<file path="src/rtl/hex_disp_pkg.sv">
// hex_disp_pkg: shared digit type and board constants for the hex display path
package hex_disp_pkg;
  typedef logic [3:0] digit_t;
  localparam int CLK_HZ = 50000000;
  localparam digit_t HEX_MAX = 4'hF;
endpackage

</file>
<file path="src/rtl/hex_digit_counter_tick_prescaler.sv">
// tick_prescaler: free-running divider with enable hold and terminal-count strobe
module tick_prescaler
  import hex_disp_pkg::*;
#(
  parameter int TICK_DIV = CLK_HZ,
  parameter int CNT_W = 26
) (
  input  logic clk,
  input  logic clr,
  input  logic en,
  output logic tc
);
  logic [CNT_W-1:0] cnt;
  assign tc = en && cnt == CNT_W'(TICK_DIV - 1);
  always_ff @(posedge clk)
    cnt <= (clr || tc) ? '0 : en ? cnt + 1'b1 : cnt;
endmodule

</file>
<file path="src/rtl/hex_digit_counter.sv">
// hex_digit_counter: prescaled up/down hex digit with load and wrap carry
// HEX_DIGIT_COUNTER_STEP_EN adds a synchronized single-step pushbutton input.
module hex_digit_counter
  import hex_disp_pkg::*;
#(
  parameter int TICK_DIV = CLK_HZ,
  parameter int CNT_W = 26,
  parameter int MAX_DIGIT = int'(HEX_MAX)
) (
  input  logic       CLOCK_50,
  input  logic       reset,
  input  logic       enable,
  input  logic       up,
  input  logic       load,
  input  logic [3:0] load_value,
  input  logic       step,
  output logic [3:0] digit,
  output logic       tick,
  output logic       carry
);
  localparam digit_t DMAX = digit_t'(MAX_DIGIT);
  logic tc, ev, wrap;
  digit_t nxt;
  tick_prescaler #(.TICK_DIV(TICK_DIV), .CNT_W(CNT_W)) u_pre (
    .clk(CLOCK_50),
    .clr(reset | load),
    .en (enable),
    .tc (tc)
  );
`ifdef HEX_DIGIT_COUNTER_STEP_EN
  logic [2:0] sync;
  always_ff @(posedge CLOCK_50)
    sync <= reset ? '0 : {sync[1:0], step};
  // a step edge and a terminal count in the same cycle merge into one event
  assign ev = tc | (sync[1] & ~sync[2]);
`else
  logic unused_step;
  assign unused_step = step;
  assign ev = tc;
`endif
  always_comb begin
    wrap = up ? digit == DMAX : digit == 4'd0;
    nxt = wrap ? (up ? 4'd0 : DMAX) : (up ? digit + 4'd1 : digit - 4'd1);
  end
  always_ff @(posedge CLOCK_50) begin
    if (reset) begin
      digit <= '0;
      tick <= 1'b0;
      carry <= 1'b0;
    end else if (load) begin
      digit <= (load_value > DMAX) ? DMAX : load_value;
      tick <= 1'b0;
      carry <= 1'b0;
    end else begin
      digit <= ev ? nxt : digit;
      tick <= ev;
      carry <= ev & wrap;
    end
  end
endmodule

</file>
<file path="config.mk">
export PLATFORM = sky130hd
export DESIGN_NAME = hex_digit_counter
export DESIGN_NICKNAME = d
export VERILOG_FILES = /design/src/rtl/hex_disp_pkg.sv /design/src/rtl/hex_digit_counter_tick_prescaler.sv /design/src/rtl/hex_digit_counter.sv
export SDC_FILE = /design/constraint.sdc
export NUM_CORES = 1
export LEC_CHECK = 0
export BUFFER_PORTS_ARGS = -buffer_cell sky130_fd_sc_hd__buf_4
export CORE_ASPECT_RATIO = 2
export CORE_MARGIN = 2
export CORE_UTILIZATION = 50
export DETAILED_ROUTE_END_ITERATION = 16
export PLACE_DENSITY = 0.72
export SYNTH_ARGS = -nofsm -noshare
export SYNTH_HDL_FRONTEND = slang
export SYNTH_SLANG_ARGS = --single-unit
</file>
<file path="constraint.sdc">
create_clock -name CLOCK_50 -period 2.1 [get_ports CLOCK_50]
set_input_delay 0 -clock CLOCK_50 [delete_from_list [all_inputs] [get_ports CLOCK_50]]
set_output_delay 0 -clock CLOCK_50 [all_outputs]
set_load 0.03 [all_outputs]
</file>
=== Word level (Yosys, flattened, before mapping) ===
Index checks and enable logic that the tools add are counted.

* Register bits: 32
* Input bits: 10
* Output and inout bits: 6
* Logic and storage cells: 24

* Add/subtract/negate cells: 3
* Magnitude comparators: 1
* Equality and inequality tests: 2
* Mux-type cells: 7
* Bitwise logic cells: 2
* Reductions and logical operators: 5

{| class="wikitable"
|+ Operators by type and width
! operator !! number
|-
| $add A26 B1 Y26 const B || 1
|-
| $eq A26 B26 Y1 const B || 1
|-
| $mux W4 || 6
|-
| $add A4 B1 Y4 const B || 1
|-
| $eq A4 B4 Y1 const B || 1
|-
| $gt A4 B4 Y1 const B || 1
|-
| $logic_not A4 Y1 || 1
|-
| $sub A4 B1 Y4 const B || 1
|-
| $reduce_bool A2 Y1 || 1
|-
| $reduce_or A2 Y1 || 1
|-
| $and A1 B1 Y1 || 1
|-
| $logic_and A1 B1 Y1 || 1
|-
| $logic_or A1 B1 Y1 || 1
|-
| $mux W1 || 1
|-
| $or A1 B1 Y1 || 1
|}

=== Logic depth before layout (Yosys ltp) ===
* Word-level depth: 5
* Depth in mapped cells: 7
* Gate-level depth less buffers: 7

=== By module ===
A second synthesis with hierarchy kept.

* Cell total of the unflattened synthesis: 194
* Area, all modules: 1732.9 um2

{| class="wikitable"
|+ By module, submodules not included
! module !! instances !! cells an instance !! area each (um2) !! sequential area each (um2)
|-
| tick_prescaler || 1 || 149 || 1326.3 || 520.5
|-
| hex_digit_counter || 1 || 45 || 406.6 || 120.1
|}

=== Least setup slack after synthesis ===
Ideal clock, no wire load.

* Path kind: register to register
* Start point: reg digit[1]
* End point: reg digit[3]
* Library setup time: 0.122 ns
* Data arrival time: 1.531 ns
* Data required time: 1.978 ns
* Setup slack: 0.447 ns
* Stages on the path, launching flop included: 7
* Path buffers: 0
* Period minus slack after synthesis: 1.653 ns
* Path through: dfxtp_1 -> ha_1 -> a21o_1 -> a21oi_1 -> xnor2_1 -> o211ai_1 -> o311a_1

* Cells in the longest elaborated chain, start to end: 5
* Elaborated cells between the ends (all ways): 9
* Classes of those cells: add/sub: 2; eq/ne: 1; mux: 5; reduce/logical: 1

{| class="wikitable"
|+ Ends and longest elaborated chain
! element !! RTL line !! text
|-
| from (decl) || hex_digit_counter.sv:17 || <nowiki>output logic [3:0] digit,</nowiki>
|-
| from (signal assigned) || hex_digit_counter.sv:51 || <nowiki>digit <= (load_value > DMAX) ? DMAX : load_value;</nowiki>
|-
| from (signal assigned) || hex_digit_counter.sv:55 || <nowiki>digit <= ev ? nxt : digit;</nowiki>
|-
| $sub A4 B1 Y4, or another cell as far along || hex_digit_counter.sv:43 || <nowiki>nxt = wrap ? (up ? 4'd0 : DMAX) : (up ? digit + 4'd1 : digit - 4'd1);</nowiki>
|-
| $mux W4 or $mux W1 (tied branches) || hex_digit_counter.sv:43, hex_digit_counter.sv:42 ||
|-
| $mux W4 * || hex_digit_counter.sv:43 ||
|-
| $mux W4 * || hex_digit_counter.sv:55 ||
|-
| $mux W4 * || hex_digit_counter.sv:50 || <nowiki>end else if (load) begin</nowiki>
|}

Every way passes the cells marked *; elsewhere a longest branch is shown, timed or not. The select of a mux whose other input is x is not followed.
A chain may end at the register's enable or synchronous reset.

=== Worst setup path after layout ===
* Start point: reg u_pre.cnt[0]
* End point: reg digit[0]

* Cells in the longest elaborated chain, start to end: 3

{| class="wikitable"
|+ Ends and longest elaborated chain
! element !! RTL line !! text
|-
| from (decl) || hex_digit_counter_tick_prescaler.sv:13 || <nowiki>logic [CNT_W-1:0] cnt;</nowiki>
|-
| from (signal assigned) || hex_digit_counter_tick_prescaler.sv:16 || <nowiki>cnt <= (clr || tc) ? '0 : en ? cnt + 1'b1 : cnt;</nowiki>
|-
| $eq A26 B26 Y1 || hex_digit_counter_tick_prescaler.sv:14 || <nowiki>assign tc = en && cnt == CNT_W'(TICK_DIV - 1);</nowiki>
|-
| $logic_and A1 B1 Y1 || hex_digit_counter_tick_prescaler.sv:14 ||
|-
| $reduce_bool A2 Y1 (no line) || -- ||
|}

No other way between the ends.

==> flow_metrics.env <==
export IMPL_status="finished clean"
export IMPL_yosys_area_top_type="dfxtp_1"
export IMPL_setup_viol=0
export IMPL_critPathTopFamily="simple AND/OR/NAND/NOR gates"
export IMPL_synthTopCellsByArea="dfxtp_1, xor2_1, nor2_1"
export IMPL_synth_cells=181
export IMPL_netlist_area_leader_share_pct=39.3
export IMPL_clkLatencyLatePin_ns=0.28
export IMPL_via_per_inst=5.69
export IMPL_num_vias=1319
export IMPL_antenna_found_initial=0
export IMPL_drc_errors=0
export IMPL_cts_buffer_depth=2
export IMPL_die_x_um=44.4
export IMPL_area_delta_synth_final_pct=13.4
export IMPL_path_cells="ha_1 -> nand3_1 -> nor2_1 -> nor4b_4 -> buf_4 -> xor2_1 -> o21a_1"
export IMPL_fin_skew_ns=0.00898
export IMPL_routedWlPerCell_um=14.6
export IMPL_post_cts_buffers=0
export IMPL_syn_area_per_cell_um2=9.00
export IMPL_r2r_start="u_pre.cnt[0]$_SDFFE_PP0P_"
export IMPL_synth_fp_nets=195
export IMPL_drive_gt1_share_pct=16.4
export IMPL_syn_cell_area_um2=1630
export IMPL_cts_sinks=32
export IMPL_placementRows=29
export IMPL_cts_tree="done"
export IMPL_ys_seq_area_share_pct=39.3
export IMPL_p_per_area_nw_per_um2=649
export IMPL_hp_class="input port to flip-flop"
export IMPL_internal_power_uw=895
export IMPL_p_leak_nw=0.764
export IMPL_tightest_slew_ns=0.484
export IMPL_antennaDiodeCount=0
export IMPL_core_um2=3160
export IMPL_comb_power_share_pct=9.0
export IMPL_drt_initial_drc_count=22
export IMPL_cts_inserted_buffers=5
export IMPL_fin_crit_sh_pct=87.2
export IMPL_routed_wl_mm=3.38
export IMPL_finalCriticalPeriod_ns=1.83
export IMPL_port_buffers=14
export IMPL_power_frac_clock_pct=38.7
export IMPL_track_usage_pct=21.3
export IMPL_rsz0062_at_grt="false"
export IMPL_switching_share_pct=25.4
export IMPL_cts_max_level=2
export IMPL_clk_pin_slew_ns=0.07
export IMPL_fin_setup_tns_ns=0
export IMPL_die_h_um=84.7
export IMPL_ios=16
export IMPL_initial_utilization_pct=51.6
export IMPL_grt_pass1_wl_mm=6.03
export IMPL_critPathCaptureType="flip-flop"
export IMPL_ys_ff_latch=32
export IMPL_fill_cells=280
export IMPL_crit_path_start="u_pre.cnt[0]$_SDFFE_PP0P_"
export IMPL_critPathLaunchType="flip-flop"
export IMPL_synth_warning_count=0
export IMPL_ant_nets=0
export IMPL_crit_slowest_cell="dfxtp_1"
export IMPL_p_seq_share_pct=52.3
export IMPL_grt_pass1_vias=1377
export IMPL_hp_start="reset"
export IMPL_cts_root_buf="clkbuf_8"
export IMPL_die_area_um2=3760
export IMPL_drv_cap=0
export IMPL_yosysUniqueCellTypes=36
export IMPL_finalHoldViolations=0
export IMPL_fin_nets=214
export IMPL_worstPathRequired_ns=2.28
export IMPL_timing_hold_ws_ns=0.0210
export IMPL_firstDrtPassIters=4
export IMPL_crit_fanout=5
export IMPL_p_switching_uw=304
export IMPL_slew_headroom_pct=67.5
export IMPL_cp_arrival_ns=2.02
export IMPL_fmax_ghz=0.546
export IMPL_dp_hpwl_mm=2.62
export IMPL_grt_max_degree=22
export IMPL_slew_violations=0
export IMPL_cpPeakStageDelay_ns=0.40
export IMPL_critPathKind="flip-flop to flip-flop"
export IMPL_place_congestion=0.781
export IMPL_ir_drop_mv=0.518
export IMPL_overflow=0
export IMPL_crit_buf_inv=1
## state kept, by name (all words and copies together), names as in the netlist
signal and cells:
digit 4, tick 1, u_pre.cnt 26, carry 1
## cells in the final DEF, fill, tap and decap left out, types with 5 or more instances in the layout
cell,count
nor2_1,33
dfxtp_1,32
xor2_1,22
buf_4,17
nand2_1,15
nand4_1,11
nand3_1,9
inv_1,7
xnor2_1,7
clkbuf_8,5
## metrics by stage
step / std cells / worst slack, ns / instance area, um^2 / util (%) / power (mW)
floorplan: 181 / 0.447 / 1630 / - / 0.714
CTS: 232 / 0.238 / 1850 / 58.5 / 1.22
global route: 232 / 0.0640 / 1850 / 58.5 / 1.26
detailed placement: 223 / 0.258 / 1750 / 55.4 / 0.749
finish: 232 / 0.269 / 1850 / 58.5 / 1.20
global placement: 223 / 0.331 / 1750 / 55.4 / 0.742
## metal layers
metal,vias up,global-route usage [%],share of wire (%)
met5,-,0,0
met4,0,12.1,3.2
met3,12,5.16,3.2
met2,27,38.1,58
met1,630,20.8,36
li1,650,-,-
## layout make-up
cell class | count | area [um^2] | share of cell area (%)
Clock buffer | 5 | 68.8 | 3.73
Clock inverter | 3 | 18.8 | 1.02
Inverter | 7 | 26.3 | 1.42
Multi-Input combinational cell | 136 | 916 | 49.6
Sequential cell | 32 | 641 | 34.7
Tap cell | 31 | 38.8 | 2.10
Timing Repair Buffer | 18 | 138 | 7.45
## tightest hold or removal path, stage by stage
cell,delay [ns]
buf_4,0.12
a21oi_1,0.05
o21a_1,0.09
## repair_timing
item                                   4_1_cts  5_1_grt
endpoints found under the hold margin        1        0
resized for setup                            0        0
hold buffers                                 1        0
## cell usage after synthesis
| library cell | count |
|---|---|
| ha_1 | 3 |
| a221o_1 | 2 |
| nor4b_4 | 1 |
| clkbuf_1 | 2 |
| or4_1 | 1 |
| nor3_1 | 1 |
| nand4_1 | 11 |
| mux2i_1 | 3 |
| or2_2 | 2 |
| buf_6 | 3 |
| fa_1 | 1 |
| a21o_1 | 1 |
| dfxtp_1 | 32 |
| and4b_1 | 1 |
| o21a_1 | 2 |
| nor2_1 | 33 |
| and3_2 | 1 |
| and4_1 | 1 |
| and3_1 | 2 |
| o211ai_1 | 1 |
| a21oi_1 | 3 |
| inv_1 | 7 |
| nor4_4 | 2 |
| nand2b_1 | 2 |
| nor4_1 | 3 |
| nand3_1 | 9 |
| nor4b_1 | 1 |
| nor4_2 | 1 |
| nand2_1 | 15 |
| xnor2_1 | 7 |
| and2_1 | 1 |
| buf_2 | 1 |
| and2b_1 | 1 |
| or2_4 | 1 |
| o311a_1 | 1 |
| xor2_1 | 22 |
## kinds of logic (layout without fill, tap and decap cells)
logic type / Yosys count / after routing / synth area share [%]
AOI/OAI and AO/OA: 10 / 10 / 4.61
xor gates and xnor gates: 29 / 29 / 15.6
muxes: 3 / 3 / 1.84
adders and majority gates: 4 / 4 / 3.53
buffers and inverters: 13 / 33 / 4.45
and+or+nand+nor: 90 / 90 / 30.6
DFF: 32 / 32 / 39.3
## path summary, 6_finish.rpt
path | to | slack, ns | cells after the start
min reg2reg | u_pre.cnt[20]$_SDFFE_PP0P_ | 0.53 | 2
max | digit[0]$_SDFFE_PP0P_ | 0.27 | 7
min | digit[0]$_SDFFE_PP0P_ | 0.02 | 3
max reg2reg | digit[0]$_SDFFE_PP0P_ | 0.27 | 7
## power groups by stage
| stage | clock [mW] | combinational (mW) | sequential [mW] |
|---|---|---|---|
| 6_report | 0.464 | 0.108 | 0.628 |
| 5_1_grt | 0.510 | 0.118 | 0.629 |
| 4_1_cts | 0.483 | 0.109 | 0.628 |
| 3_5_place_dp | 0 | 0.108 | 0.641 |
| 3_3_place_gp | 0 | 0.101 | 0.641 |
| 2_1_floorplan | 0 | 0.0630 | 0.651 |
(Power assumes the default switching activity.)
